### config.mk
export PLATFORM = sky130hd
export DESIGN_NAME = multi_cycle_ctrl_flat
export DESIGN_NICKNAME = d
export VERILOG_FILES = /design/src/rtl/multi_cycle_ctrl_if.sv /design/src/rtl/multi_cycle_ctrl.sv /design/src/flat_wrapper.sv
export SDC_FILE = /design/constraint.sdc
export NUM_CORES = 1
export LEC_CHECK = 0
export ABC_AREA = 1
export BUFFER_PORTS_ARGS = -buffer_cell sky130_fd_sc_hd__buf_2
export CAP_MARGIN = 20
export CORE_UTILIZATION = 33
export DETAILED_ROUTE_END_ITERATION = 16
export PLACE_DENSITY = 0.62
export REMOVE_ABC_BUFFERS = 1
export SLEW_MARGIN = 5
export SYNTH_ARGS = -nofsm -noshare
export SYNTH_HDL_FRONTEND = slang
export SYNTH_SLANG_ARGS = --single-unit
### constraint.sdc
create_clock -name clk -period 4.8 [get_ports clk]
set_input_delay 0.48 -clock clk [delete_from_list [all_inputs] [get_ports clk]]
set_output_delay 0.48 -clock clk [all_outputs]
set_load 0.01 [all_outputs]
### src/rtl/multi_cycle_ctrl_if.sv
// Instruction-fetch and data-memory handshake bundle for the multi-cycle controller.
// The master side is the controller; the slave side is the memory/fetch datapath.
interface multi_cycle_ctrl_if;

  logic ifu_o_req_valid;
  logic ifu_i_req_ready;
  logic ifu_i_resp_valid;
  logic lsu_o_req_valid;
  logic lsu_o_wen;
  logic lsu_i_req_ready;
  logic lsu_i_resp_valid;

  modport master (
    output ifu_o_req_valid,
    input  ifu_i_req_ready,
    input  ifu_i_resp_valid,
    output lsu_o_req_valid,
    output lsu_o_wen,
    input  lsu_i_req_ready,
    input  lsu_i_resp_valid
  );

  modport slave (
    input  ifu_o_req_valid,
    output ifu_i_req_ready,
    output ifu_i_resp_valid,
    input  lsu_o_req_valid,
    input  lsu_o_wen,
    output lsu_i_req_ready,
    output lsu_i_resp_valid
  );

endinterface

### src/rtl/multi_cycle_ctrl.sv
// Sequencing controller for the multi-cycle RV32I core. Steps each instruction through
// fetch, decode, execute, memory and write-back, and owns every architectural-state enable.
module multi_cycle_ctrl #(
  parameter int unsigned TIMEOUT = 1023
) (
  input  logic                 clk,
  input  logic                 rst,
  multi_cycle_ctrl_if.master   bus,
  output logic                 ctrl_o_instr_wen,
  input  logic [3:0]           decode_i_mem_rw,
  input  logic                 decode_i_wb_reg_wen,
  input  logic                 decode_i_need_jump,
  input  logic                 ebreak_i,
  output logic                 ctrl_o_reg_wen,
  output logic                 ctrl_o_pc_wen,
  output logic                 ctrl_o_take_jump,
  output logic                 ctrl_o_retire,
  output logic [31:0]          ctrl_o_retire_cnt,
  output logic                 ctrl_o_halt,
  output logic [1:0]           ctrl_o_err,
  output logic [2:0]           ctrl_o_state
);

  // Halt causes
  localparam logic [1:0] ErrEbreak  = 2'd0;
  localparam logic [1:0] ErrFetchTo = 2'd1;
  localparam logic [1:0] ErrLsuTo   = 2'd2;
  localparam logic [1:0] ErrIllegal = 2'd3;

  // 17 bits so the compare against wd_q + 1 cannot wrap at TIMEOUT = 65535.
  localparam logic [16:0] TimeoutCnt = 17'(TIMEOUT);

  typedef enum logic [3:0] {
    StReset   = 4'd0,
    StIfReq   = 4'd1,
    StIfWait  = 4'd2,
    StId      = 4'd3,
    StEx      = 4'd4,
    StMemReq  = 4'd5,
    StMemWait = 4'd6,
    StWb      = 4'd7,
    StHalt    = 4'd8
  } state_e;

  state_e      state_q, state_d;
  logic [1:0]  err_q, err_d;
  logic        jump_q, jump_d;
  logic        store_q, store_d;
  logic [31:0] retire_cnt_q, retire_cnt_d;
  logic [15:0] wd_q, wd_d;

  logic        timeout;
  logic        waiting;
  logic        is_store;
  logic        is_illegal;

  logic        ifu_req_valid;
  logic        lsu_req_valid;
  logic        lsu_wen;

  // Decode of the memory access code presented during EX.
  always_comb begin
    is_store   = (decode_i_mem_rw >= 4'd6) && (decode_i_mem_rw <= 4'd8);
    is_illegal = (decode_i_mem_rw >= 4'd9);
  end

  // Next-state logic: FSM sequencing, watchdog, halt cause, jump/store flags, retire count.
  always_comb begin
    state_d      = state_q;
    err_d        = err_q;
    jump_d       = jump_q;
    store_d      = store_q;
    retire_cnt_d = retire_cnt_q;
    waiting      = 1'b0;
    // Fires on the TIMEOUT-th cycle spent in a wait state.
    timeout      = ({1'b0, wd_q} + 17'd1) == TimeoutCnt;

    unique case (state_q)
      StReset: state_d = StIfReq;
      StIfReq: begin
        waiting = 1'b1;
        if (bus.ifu_i_req_ready) begin
          state_d = StIfWait;
        end else if (timeout) begin
          state_d = StHalt;
          err_d   = ErrFetchTo;
        end
      end
      StIfWait: begin
        waiting = 1'b1;
        if (bus.ifu_i_resp_valid) begin
          state_d = StId;
        end else if (timeout) begin
          state_d = StHalt;
          err_d   = ErrFetchTo;
        end
      end
      StId: state_d = StEx;
      StEx: begin
        jump_d  = decode_i_need_jump;
        store_d = is_store;
        if (ebreak_i) begin
          state_d = StHalt;
          err_d   = ErrEbreak;
        end else if (is_illegal) begin
          state_d = StHalt;
          err_d   = ErrIllegal;
        end else if (decode_i_mem_rw != 4'd0) begin
          state_d = StMemReq;
        end else begin
          state_d = StWb;
        end
      end
      StMemReq: begin
        waiting = 1'b1;
        if (bus.lsu_i_req_ready) begin
          state_d = StMemWait;
        end else if (timeout) begin
          state_d = StHalt;
          err_d   = ErrLsuTo;
        end
      end
      StMemWait: begin
        waiting = 1'b1;
        if (bus.lsu_i_resp_valid) begin
          state_d = StWb;
        end else if (timeout) begin
          state_d = StHalt;
          err_d   = ErrLsuTo;
        end
      end
      StWb: begin
        retire_cnt_d = retire_cnt_q + 32'd1;
        state_d      = StIfReq;
      end
      StHalt: state_d = StHalt;
      default: state_d = StReset;
    endcase

    // Any state change restarts the watchdog, so entry to a wait state sees zero.
    if (state_d != state_q) begin
      wd_d = 16'd0;
    end else if (waiting) begin
      wd_d = wd_q + 16'd1;
    end else begin
      wd_d = wd_q;
    end
  end

  // State and bookkeeping registers, cleared asynchronously by rst.
  always_ff @(posedge clk or negedge rst) begin
    if (!rst) begin
      state_q      <= StReset;
      err_q        <= 2'd0;
      jump_q       <= 1'b0;
      store_q      <= 1'b0;
      retire_cnt_q <= 32'd0;
      wd_q         <= 16'd0;
    end else begin
      state_q      <= state_d;
      err_q        <= err_d;
      jump_q       <= jump_d;
      store_q      <= store_d;
      retire_cnt_q <= retire_cnt_d;
      wd_q         <= wd_d;
    end
  end

  // Moore output decode; instr_wen additionally qualified by the fetch response.
  always_comb begin
    ifu_req_valid    = 1'b0;
    lsu_req_valid    = 1'b0;
    lsu_wen          = 1'b0;
    ctrl_o_instr_wen = 1'b0;
    ctrl_o_reg_wen   = 1'b0;
    ctrl_o_pc_wen    = 1'b0;
    ctrl_o_take_jump = 1'b0;
    ctrl_o_retire    = 1'b0;
    ctrl_o_halt      = 1'b0;
    ctrl_o_state     = state_q[2:0];

    unique case (state_q)
      StIfReq:  ifu_req_valid = 1'b1;
      StIfWait: ctrl_o_instr_wen = bus.ifu_i_resp_valid;
      StMemReq: begin
        lsu_req_valid = 1'b1;
        lsu_wen       = store_q;
      end
      StWb: begin
        ctrl_o_reg_wen   = decode_i_wb_reg_wen;
        ctrl_o_pc_wen    = 1'b1;
        ctrl_o_take_jump = jump_q;
        ctrl_o_retire    = 1'b1;
      end
      StHalt: begin
        ctrl_o_halt  = 1'b1;
        ctrl_o_state = 3'd0;
      end
      default: ;
    endcase
  end

  assign bus.ifu_o_req_valid = ifu_req_valid;
  assign bus.lsu_o_req_valid = lsu_req_valid;
  assign bus.lsu_o_wen       = lsu_wen;
  assign ctrl_o_retire_cnt   = retire_cnt_q;
  // Halt cause is only meaningful while halted; held at 0 otherwise.
  assign ctrl_o_err          = ctrl_o_halt ? err_q : 2'd0;

endmodule
### src/flat_wrapper.sv
// flat-port wrapper written by rule: the top's interface ports become plain ports
module multi_cycle_ctrl_flat 
#(
  parameter int unsigned TIMEOUT = 1023
)
  (clk, rst, ctrl_o_instr_wen, decode_i_mem_rw, decode_i_wb_reg_wen, decode_i_need_jump, ebreak_i, ctrl_o_reg_wen, ctrl_o_pc_wen, ctrl_o_take_jump, ctrl_o_retire, ctrl_o_retire_cnt, ctrl_o_halt, ctrl_o_err, ctrl_o_state, bus_ifu_o_req_valid, bus_ifu_i_req_ready, bus_ifu_i_resp_valid, bus_lsu_o_req_valid, bus_lsu_o_wen, bus_lsu_i_req_ready, bus_lsu_i_resp_valid);
  multi_cycle_ctrl_if bus_i ();
  input  logic clk;
  input  logic rst;
  output logic ctrl_o_instr_wen;
  input  logic [3:0] decode_i_mem_rw;
  input  logic decode_i_wb_reg_wen;
  input  logic decode_i_need_jump;
  input  logic ebreak_i;
  output logic ctrl_o_reg_wen;
  output logic ctrl_o_pc_wen;
  output logic ctrl_o_take_jump;
  output logic ctrl_o_retire;
  output logic [31:0] ctrl_o_retire_cnt;
  output logic ctrl_o_halt;
  output logic [1:0] ctrl_o_err;
  output logic [2:0] ctrl_o_state;
  output wire logic [$bits(bus_i.ifu_o_req_valid)-1:0] bus_ifu_o_req_valid;
  input wire logic [$bits(bus_i.ifu_i_req_ready)-1:0] bus_ifu_i_req_ready;
  input wire logic [$bits(bus_i.ifu_i_resp_valid)-1:0] bus_ifu_i_resp_valid;
  output wire logic [$bits(bus_i.lsu_o_req_valid)-1:0] bus_lsu_o_req_valid;
  output wire logic [$bits(bus_i.lsu_o_wen)-1:0] bus_lsu_o_wen;
  input wire logic [$bits(bus_i.lsu_i_req_ready)-1:0] bus_lsu_i_req_ready;
  input wire logic [$bits(bus_i.lsu_i_resp_valid)-1:0] bus_lsu_i_resp_valid;
  assign bus_ifu_o_req_valid = bus_i.ifu_o_req_valid;
  assign bus_i.ifu_i_req_ready = bus_ifu_i_req_ready;
  assign bus_i.ifu_i_resp_valid = bus_ifu_i_resp_valid;
  assign bus_lsu_o_req_valid = bus_i.lsu_o_req_valid;
  assign bus_lsu_o_wen = bus_i.lsu_o_wen;
  assign bus_i.lsu_i_req_ready = bus_lsu_i_req_ready;
  assign bus_i.lsu_i_resp_valid = bus_lsu_i_resp_valid;
  multi_cycle_ctrl #(.TIMEOUT(TIMEOUT)) u_core (.clk(clk), .rst(rst), .bus(bus_i), .ctrl_o_instr_wen(ctrl_o_instr_wen), .decode_i_mem_rw(decode_i_mem_rw), .decode_i_wb_reg_wen(decode_i_wb_reg_wen), .decode_i_need_jump(decode_i_need_jump), .ebreak_i(ebreak_i), .ctrl_o_reg_wen(ctrl_o_reg_wen), .ctrl_o_pc_wen(ctrl_o_pc_wen), .ctrl_o_take_jump(ctrl_o_take_jump), .ctrl_o_retire(ctrl_o_retire), .ctrl_o_retire_cnt(ctrl_o_retire_cnt), .ctrl_o_halt(ctrl_o_halt), .ctrl_o_err(ctrl_o_err), .ctrl_o_state(ctrl_o_state));
endmodule
; ---- Word level (Yosys, flattened, before mapping)
; Cells that the tools add are included.
[word_totals]
reg_bits = 56
latch_bits = 0
mem_bits_rw = 0
rom_bits = 0
output_inout_bits = 46
n_memories = 0
[classes]
n_addsub = 3
mul = 0
div_mod_pow = 0
n_lt_le_gt_ge = 3
n_eq_ne = 15
n_shift = 0
n_mux = 31
n_bitwise = 0
reduce_logical = 8
[op_table]
columns = cell, n
row1 = $add A32 B1 Y32 const B, 1
row2 = $mux W16, 2
row3 = $pmux W4 S8, 1
row4 = $mux W4, 7
row5 = $mux W2, 10
row6 = $add A16 B1 Y17 const B, 1
row7 = $eq A17 B10 Y1 const B, 1
row8 = $add A16 B1 Y16 const B, 1
row9 = $eq A4 B3 Y1 const B, 4
row10 = $pmux W2 S5, 1
row11 = $mux W1, 9
row12 = $eq A4 B2 Y1 const B, 2
row13 = $ne A2 B2 Y1 const B, 4
row14 = $reduce_and A6 Y1, 1
row15 = $reduce_bool A5 Y1, 1
row16 = $eq A4 B1 Y1 const B, 1
row17 = $eq A4 B4 Y1 const B, 1
row18 = $ge A4 B3 Y1 const B, 1
row19 = $ge A4 B4 Y1 const B, 1
row20 = $le A4 B4 Y1 const B, 1
row21 = $logic_not A4 Y1, 1
row22 = $ne A4 B4 Y1, 1
row23 = $reduce_bool A4 Y1, 1
row24 = $reduce_or A4 Y1, 1
row25 = other kinds (5), 5

; ---- Longest topological paths before layout
; Gate-level depths: netlist of the first run.
[depth]
ltp_word = 7
ltp_mapped = 17
ltp_nobuf = 16

; ---- Worst setup path after synthesis of the first run
; No wires, ideal clock.
[synth_path]
kind = flip-flop to flip-flop
from = register u_core.wd_q[0]
to = register u_core.wd_q[12]
setup_time_ns = 0.126
t_arrival_ns = 1.850
t_required_ns = 4.674
setup_slack_ns = 2.824
stages_incl_launch_ff = 17
n_path_buf = 1
synth_period_minus_slack_ns = 1.976
path_cell_list = dfrtp_1 -> ha_1 -> nand3_2 -> inv_2 -> nand2_2 -> inv_2 -> nand2_1 -> nand2_1 -> nor2_2 -> nand2_1 -> nor2_2 -> nand2_2 -> nand2_2 -> nand3_1 -> nand3_4 -> buf_6 -> nor3_2
[synth_via]
elab_chain_cells = 7
word_cells_on_any_way = 13
[synth_lines]
columns = element, line
row1 = start: declaration, multi_cycle_ctrl.sv:50  ; logic [15:0] wd_q, wd_d;
row2 = start signal: assignment, multi_cycle_ctrl.sv:165  ; wd_q <= wd_d;
row3 = $add A16 B1 Y17, multi_cycle_ctrl.sv:76  ; timeout = ({1'b0, wd_q} + 17'd1) == TimeoutCnt;
row4 = $eq A17 B10 Y1, multi_cycle_ctrl.sv:76
row5 = $mux W4, -
row6 = $mux W4 (on tied branches), -
row7 = $pmux W4 S8, multi_cycle_ctrl.sv:78  ; unique case (state_q)
row8 = $ne A4 B4 Y1, multi_cycle_ctrl.sv:141  ; if (state_d != state_q) begin
row9 = $mux W16 or $reduce_bool A2 Y1 (tied branches), -
; Parallel ways exist; a longest one is shown, timed or not. The select of a mux whose other input is x is not followed.
; A chain may end at the register's enable or synchronous reset.

; ---- Final worst setup path of the first run
[layout_path]
from = register u_core.state_q[1]
to = register u_core.wd_q[12]
[layout_via]
elab_chain_cells = 5
word_cells_on_any_way = 21
[layout_lines]
columns = element, line
row1 = start: declaration, multi_cycle_ctrl.sv:45  ; state_e state_q, state_d;
row2 = start signal: assignment, multi_cycle_ctrl.sv:153  ; state_q <= StReset;
row3 = start signal: assignment, multi_cycle_ctrl.sv:160  ; state_q <= state_d;
row4 = "$eq A4 B3 Y1, or another cell as far along", multi_cycle_ctrl.sv:78
row5 = "$reduce_or A2 Y1 (no source line), or another cell as far along", -
row6 = $pmux W4 S8, multi_cycle_ctrl.sv:78
row7 = $ne A4 B4 Y1, multi_cycle_ctrl.sv:141
row8 = $mux W16 or $reduce_bool A2 Y1 (tied branches), -
; Parallel ways exist; a longest one is shown, timed or not.

==> results of run 1 <==
[placed cells by master, fill, tap and decap left out, types with 7 or more instances in the layout]
cell,netlist,layout
nand2_1,112,112
buf_2,0,58
xnor2_1,13,13
o21ai_0,21,21
inv_1,57,57
nor3_2,10,10
nand2_2,11,11
nor2_2,9,9
xor2_1,21,21
nor2_1,37,37
inv_2,7,7
nor3_1,18,18
dfrtp_1,56,56
nand3_1,23,23
nand4_1,9,9
[worst paths after layout]
kind / end / slack [ps] / depth (start not counted)
max in group asynchronous: u_core.ctrl_o_retire_cnt[10] / 4020 / 2
setup / recovery: u_core.wd_q[12] / 2550 / 7
hold / removal: u_core.wd_q[9] / 290 / 2
setup reg to reg: u_core.wd_q[12] / 2550 / 7
hold reg to reg: u_core.err_q[1] / 490 / 2
min in group clk: u_core.jump_q / 390 / 3
[power by group through the flow]
stage                     registers, mW  logic [mW]  clock network, mW
after floorplan                   0.609       0.550                  0
after global placement            0.614       0.734                  0
after detailed placement          0.615       0.741                  0
after CTS                         0.605       0.743              0.281
after global routing              0.616       0.830              0.301
final                             0.606       0.736              0.269
[flip-flops by register name, indices dropped and copies added, names as in the netlist]
name / cells
u_core.state_q: 4
u_core.ctrl_o_retire_cnt: 32
u_core.store_q: 1
u_core.jump_q: 1
u_core.wd_q: 16
u_core.err_q: 2
[cell families after synthesis]
| family | count (synthesis) |
|---|---|
| multiplexers | 1 |
| XOR/XNOR | 34 |
| buffers and inverters | 72 |
| AO/OA/AOI/OAI | 28 |
| adder cells (fa/ha/maj) | 3 |
| flip-flops | 56 |
| AND/OR/NAND/NOR | 253 |
[cell type report]
class	count	area, sq um
clock buffers	5	68.8
clock inverters	3	22.5
fillers	1067	6280
inverters	64	240
multi-input cells	319	1790
flip-flops and latches	56	1400
well taps	136	170
repair buffers	59	298
[worst register-to-register path: stages, from the launching register on]
cell and delay (ps):
dfrtp_1 470, inv_1 120, nor2_1 90, o21ai_2 630
inv_1 380, nand2_1 170, o21ai_0 120, nor3_2 200
[layer usage]
layer	share of wire	up-vias
met1	0.48	1412
met5	0	-
met2	0.47	51
li1	-	1532
met3	0.039	6
met4	0.0084	0
[metrics by stage]
step | instance area, sq um | util | setup slack, ps | total power [mW] | hold WS, ps
after floorplan | 3430 | - | 2840 | 1.16 | 184
after global placement | 3900 | 0.380 | 2590 | 1.35 | 470
after detailed placement | 3900 | 0.380 | 2570 | 1.36 | 472
after CTS | 3990 | 0.389 | 2550 | 1.63 | 329
after global routing | 3990 | 0.389 | 2260 | 1.75 | 370
final | 3990 | 0.389 | 2550 | 1.61 | 287
==> run metrics, run 1 <==
drt total wl 7900 um; ys async rst share 1.00; worst-case clock buffer depth 2; share of cells above drive strength 1 0.239; worst rel slew slack 0.475; met1 Use GR 0.205; nets 521; largest area contributor in the netlist dfrtp_1; combinational family with the most area after synthesis simple AND/OR/NAND/NOR gates; Max Cap Viol 0; cell row count 37; met2 GRT Util 0.253; CP top delay family compound AO/OA/AOI/OAI gates; first-pass GRT wire length 13600 um; HPWL Detailed 6110 um; Setup Skew 11.4 ps; Worst Path Required 5040 ps; Reg power frac 0.376; Mapped Area 3480 sq um; cts hold-fix bufs 0; Critical path buffers and inverters 2; initial DRC count 148; grt total ovfl 0; top-count cell post-synth nand2_1; Post-synth EDFFs 0; CTS sink count 56; Ports 59; core area 10300 sq um; # Post-CTS Setup Buffers 0; run status finished clean; CP endpoint kind flop; Routed Antenna Nets 0; worst hold path class primary input to asynchronous set/reset pin; detailed-route via count 3001; setup tns final 0 ps; Fmax achieved 444 MHz; Slew @ Worst Pin 788 ps; post-cts gate resize count 0; Worst Setup Start Kind flop; top post-synthesis cells by count 112 x nand2_1, 57 x inv_1, 56 x dfrtp_1; worst stage delay on the critical path 630 ps; Worst-Skew Late Latency 310 ps; Syn Inst Count 447; DRC viols 0; busiest grt layer met2; Area growth syn-to-layout 14.7%; P_sw 0.738 mW; WL/cell 12.3 um; Clock power frac 0.167; top post-synthesis cells by area dfrtp_1 40%, nand2_1 12%, inv_1 6.1%, xor2_1 5.3%, nor2_1 4.0%; mux cell area share after synthesis 0.00287; critical path fanouts, max 19; period utilization 0.469; Synth Register Bits 56; critical path cell sequence inv_1 > nor2_1 > o21ai_2 > inv_1 > nand2_1 > o21ai_0 > nor3_2; Max Slew Vio Count 0; CTS clock-pin slew for the worst setup and hold paths 110 ps; routability cong. 0.881; initial antenna violation count 0; Yosys top cell area share 0.402; YS warnings 0; post-synthesis sequential area ratio 0.402; CTS tree done; Pleak 2.01 nW; unrepaired setup endpoints after global routing no; CP arrival 2490 ps; 1st-pass router iterations 4; Peak VDD IR 0.189 mV; reg2reg start u_core.state_q[1]; largest net degree at the start of global routing 57; Adder-Cell Fraction of Synth Area 0.0108; routed vias/inst 4.67; pwr dens 403 nW/um^2; Avg Inst Size Synth 7.79 sq um; met3 usage 0.0225; final setup vio count 0; Critical path origin u_core.state_q[1]; kind of critical path flop to flop; logic gate share of total power 0.457; diodes inserted 0; Post-Synth Simple-Gate Area 0.373; Synth Area in Compound Gates 0.0427; Finished Layout Cells 642; internal power 0.872 mW; H-tree Lvls 2; post-route minimum period 2250 ps; ys flop type dfrtp_1; vias in the first global route 2955; number of port buffers 58; Die ar. 11000 sq um; CTS buffer count 5; GRT Util Overall 0.150; die width 105 um; CTS root buffer clkbuf_8; XOR/XNOR Fraction of Synth Area 0.0855; Die H 105 um; CP max stage cell o21ai_2; most frequent cell on the critical path inv_1; Initial Util 0.339; Hold Vio Cnt, Final 0; Switching Share 0.458; placed insts 634; Netlist cell types 35
Note: power is estimated with default switching activity, not from simulation.
==> run 2, diff against run 1 <==
--- a/config.mk
+++ b/config.mk
@@ -10,7 +10,7 @@
 export CAP_MARGIN = 20
 export CORE_UTILIZATION = 33
 export DETAILED_ROUTE_END_ITERATION = 16
-export PLACE_DENSITY = 0.62
+export PLACE_DENSITY = 0.63
 export REMOVE_ABC_BUFFERS = 1
 export SLEW_MARGIN = 5
 export SYNTH_ARGS = -nofsm -noshare
==> constraint.sdc (replaced) <==
create_clock -name clk -period 1.9 [get_ports clk]
set_input_delay 0.19 -clock clk [delete_from_list [all_inputs] [get_ports clk]]
set_output_delay 0.19 -clock clk [all_outputs]
set_load 0.01 [all_outputs]
==> run 2 against run 1 <==
The run now ends with setup timing left. Non-clock buffer count increased by 66. Maximum frequency increased by 2.4%. First-iteration DRC count increased by 7.4%. Count of clock-buffer cells in the layout unchanged. Register-to-register slack got worse by 2800 ps. Worst hold slack got worse by 200 ps.
==> run metrics, run 2 (synthesis results as in run 1) <==
GRT Util Overall 0.168; largest net degree at the start of global routing 57; Clock power frac 0.136; Initial Util 0.339; Ports 59; worst hold path class primary input to flop; fillers 1006; Fmax achieved 455 MHz; CTS buffer count 5; Place WS -328 ps; commonest non-fill, non-tap cell in the layout nand2_1; failing checks setup timing; worst rel slew slack 0.631; nets 587; pwr dens 1080 nW/um^2; die width 105 um; vias in the first global route 3302; post-route minimum period 2200 ps; first-pass GRT wire length 15000 um; most frequent cell on the critical path nand2_2; Largest register FFs 32; CP max stage cell dfrtp_1; P_sw 2.27 mW; CTS sink count 56; Switching Share 0.440; Peak VDD IR 0.543 mV; Die ar. 11000 sq um; worst setup margin -297 ps; placed insts 681; Slew @ Worst Pin 549 ps; WL/cell 12.5 um; drt total wl 8820 um; CP endpoint kind flop; Worst Path Required 2140 ps; initial DRC count 159; logic gate share of total power 0.568; Worst Setup Start Kind flop; CTS clock-pin slew for the worst setup and hold paths 100 ps; worst-case clock buffer depth 2; Util after Layout 0.464; Finished Layout Cells 708; unrepaired setup endpoints after global routing yes; Max Slew Vio Count 0; share of cells above drive strength 1 0.388; total power 5.16 mW; critical path fanouts, max 6; Worst-Skew Late Latency 330 ps; grt total ovfl 0; initial antenna violation count 0; Hold Vio Cnt, Final 0; HPWL Detailed 6430 um; diodes inserted 0; kind of critical path flop to flop; run status finished with violations; Routed Antenna Nets 0; internal power 2.89 mW; routability cong. 0.863; Max Cap Viol 0; Hold Slack 85.2 ps; Area growth syn-to-layout 37.0%; Reg power frac 0.296; worst stage delay on the critical path 430 ps; number of port buffers 58; core area 10300 sq um; period utilization 1.16; Pleak 2.42 nW; H-tree Lvls 2; critical path cell sequence buf_6 > inv_2 > nor2_4 > nand2_2 > nor2_1 > xor2_1 > nor2_4 > nand2_2 > nand2_2 > nand3_1 > nand3_4 > buf_12 > nor3_2; Setup Skew 12.3 ps; CTS tree done; routed vias/inst 4.62; CP arrival 2440 ps; final setup vio count 19; detailed-route via count 3273; Die H 105 um; commonest cells after routing, fill and taps aside 102 x nand2_1, 60 x buf_4, 58 x buf_2; DRC viols 0; cell row count 37; 1st-pass router iterations 4; CTS root buffer clkbuf_8
## run 2: cell count changes in the layout (fill, tap and decap cells not counted), sizes merged
cell / change
buf: +65
dlygate4sd3: +1
clkinvlp: +1
clkinv: -1
## run 2: power by group through the flow
| stage | Sequential, mW | Combinational [mW] | Clock (mW) |
|---|---|---|---|
| after floorplan | 1.54 | 1.39 | 0 |
| after global placement | 1.53 | 2.23 | 0 |
| after detailed placement | 1.53 | 2.27 | 0 |
| after CTS | 1.52 | 2.68 | 0.729 |
| after global routing | 1.55 | 3.20 | 0.777 |
| final | 1.53 | 2.93 | 0.700 |
## run 2: cell type report
type / count / area (sq um) / share of cell area
flip-flops and latches: 56 / 1410 / 0.295
repair buffers: 125 / 836 / 0.175
well taps: 136 / 170 / 0.0357
clock inverters: 3 / 27.5 / 0.00577
clock buffers: 5 / 68.8 / 0.0144
multi-input cells: 319 / 2020 / 0.424
inverters: 64 / 243 / 0.0509
## run 2: path summary, 6_finish.rpt
check | from | cells past startpoint | to | slack (ps)
max in group asynchronous | rst | 3 | u_core.wd_q[2] | 1240
min in group asynchronous | rst | 3 | u_core.state_q[1] | 390
max | u_core.wd_q[0] | 13 | u_core.wd_q[0] | -300
min | decode_i_need_jump | 3 | u_core.jump_q | 90
max reg2reg | u_core.wd_q[0] | 13 | u_core.wd_q[0] | -300
min reg2reg | u_core.err_q[0] | 2 | u_core.err_q[0] | 500
## run 2: worst max-delay path, delay by kind of cell (launching register included)
family	cells	cell delay (ps)
buffers and inverters	3	360
DFF	1	430
and+or+nand+nor	9	1020
xor gates and xnor gates	1	300
## run 2: timing repair
item / 4_1_cts / 5_1_grt
pin swaps: 5 / 12
hold endpoints to repair: 56 / 0
endpoints found under the setup margin: 26 / 32
gates resized for setup: 25 / 33
hold buffers: 1 / 0
setup buffers: 13 / 5
## run 2: routing by layer
metal,global-route usage,wire [um],up-vias
li1,-,-,1662
met5,0,0,-
met1,0.219,4080,1546
met3,0.0293,298,13
met4,0.0483,136,0
met2,0.285,4300,52
## run 2: stage by stage
stage / cell area (sq um) / TNS, ps
2_1_floorplan: 3430 / -623
3_3_place_gp: 4270 / -2840
3_5_place_dp: 4270 / -4940
4_1_cts: 4590 / -2860
5_1_grt: 4770 / -7840
6_report: 4770 / -4640
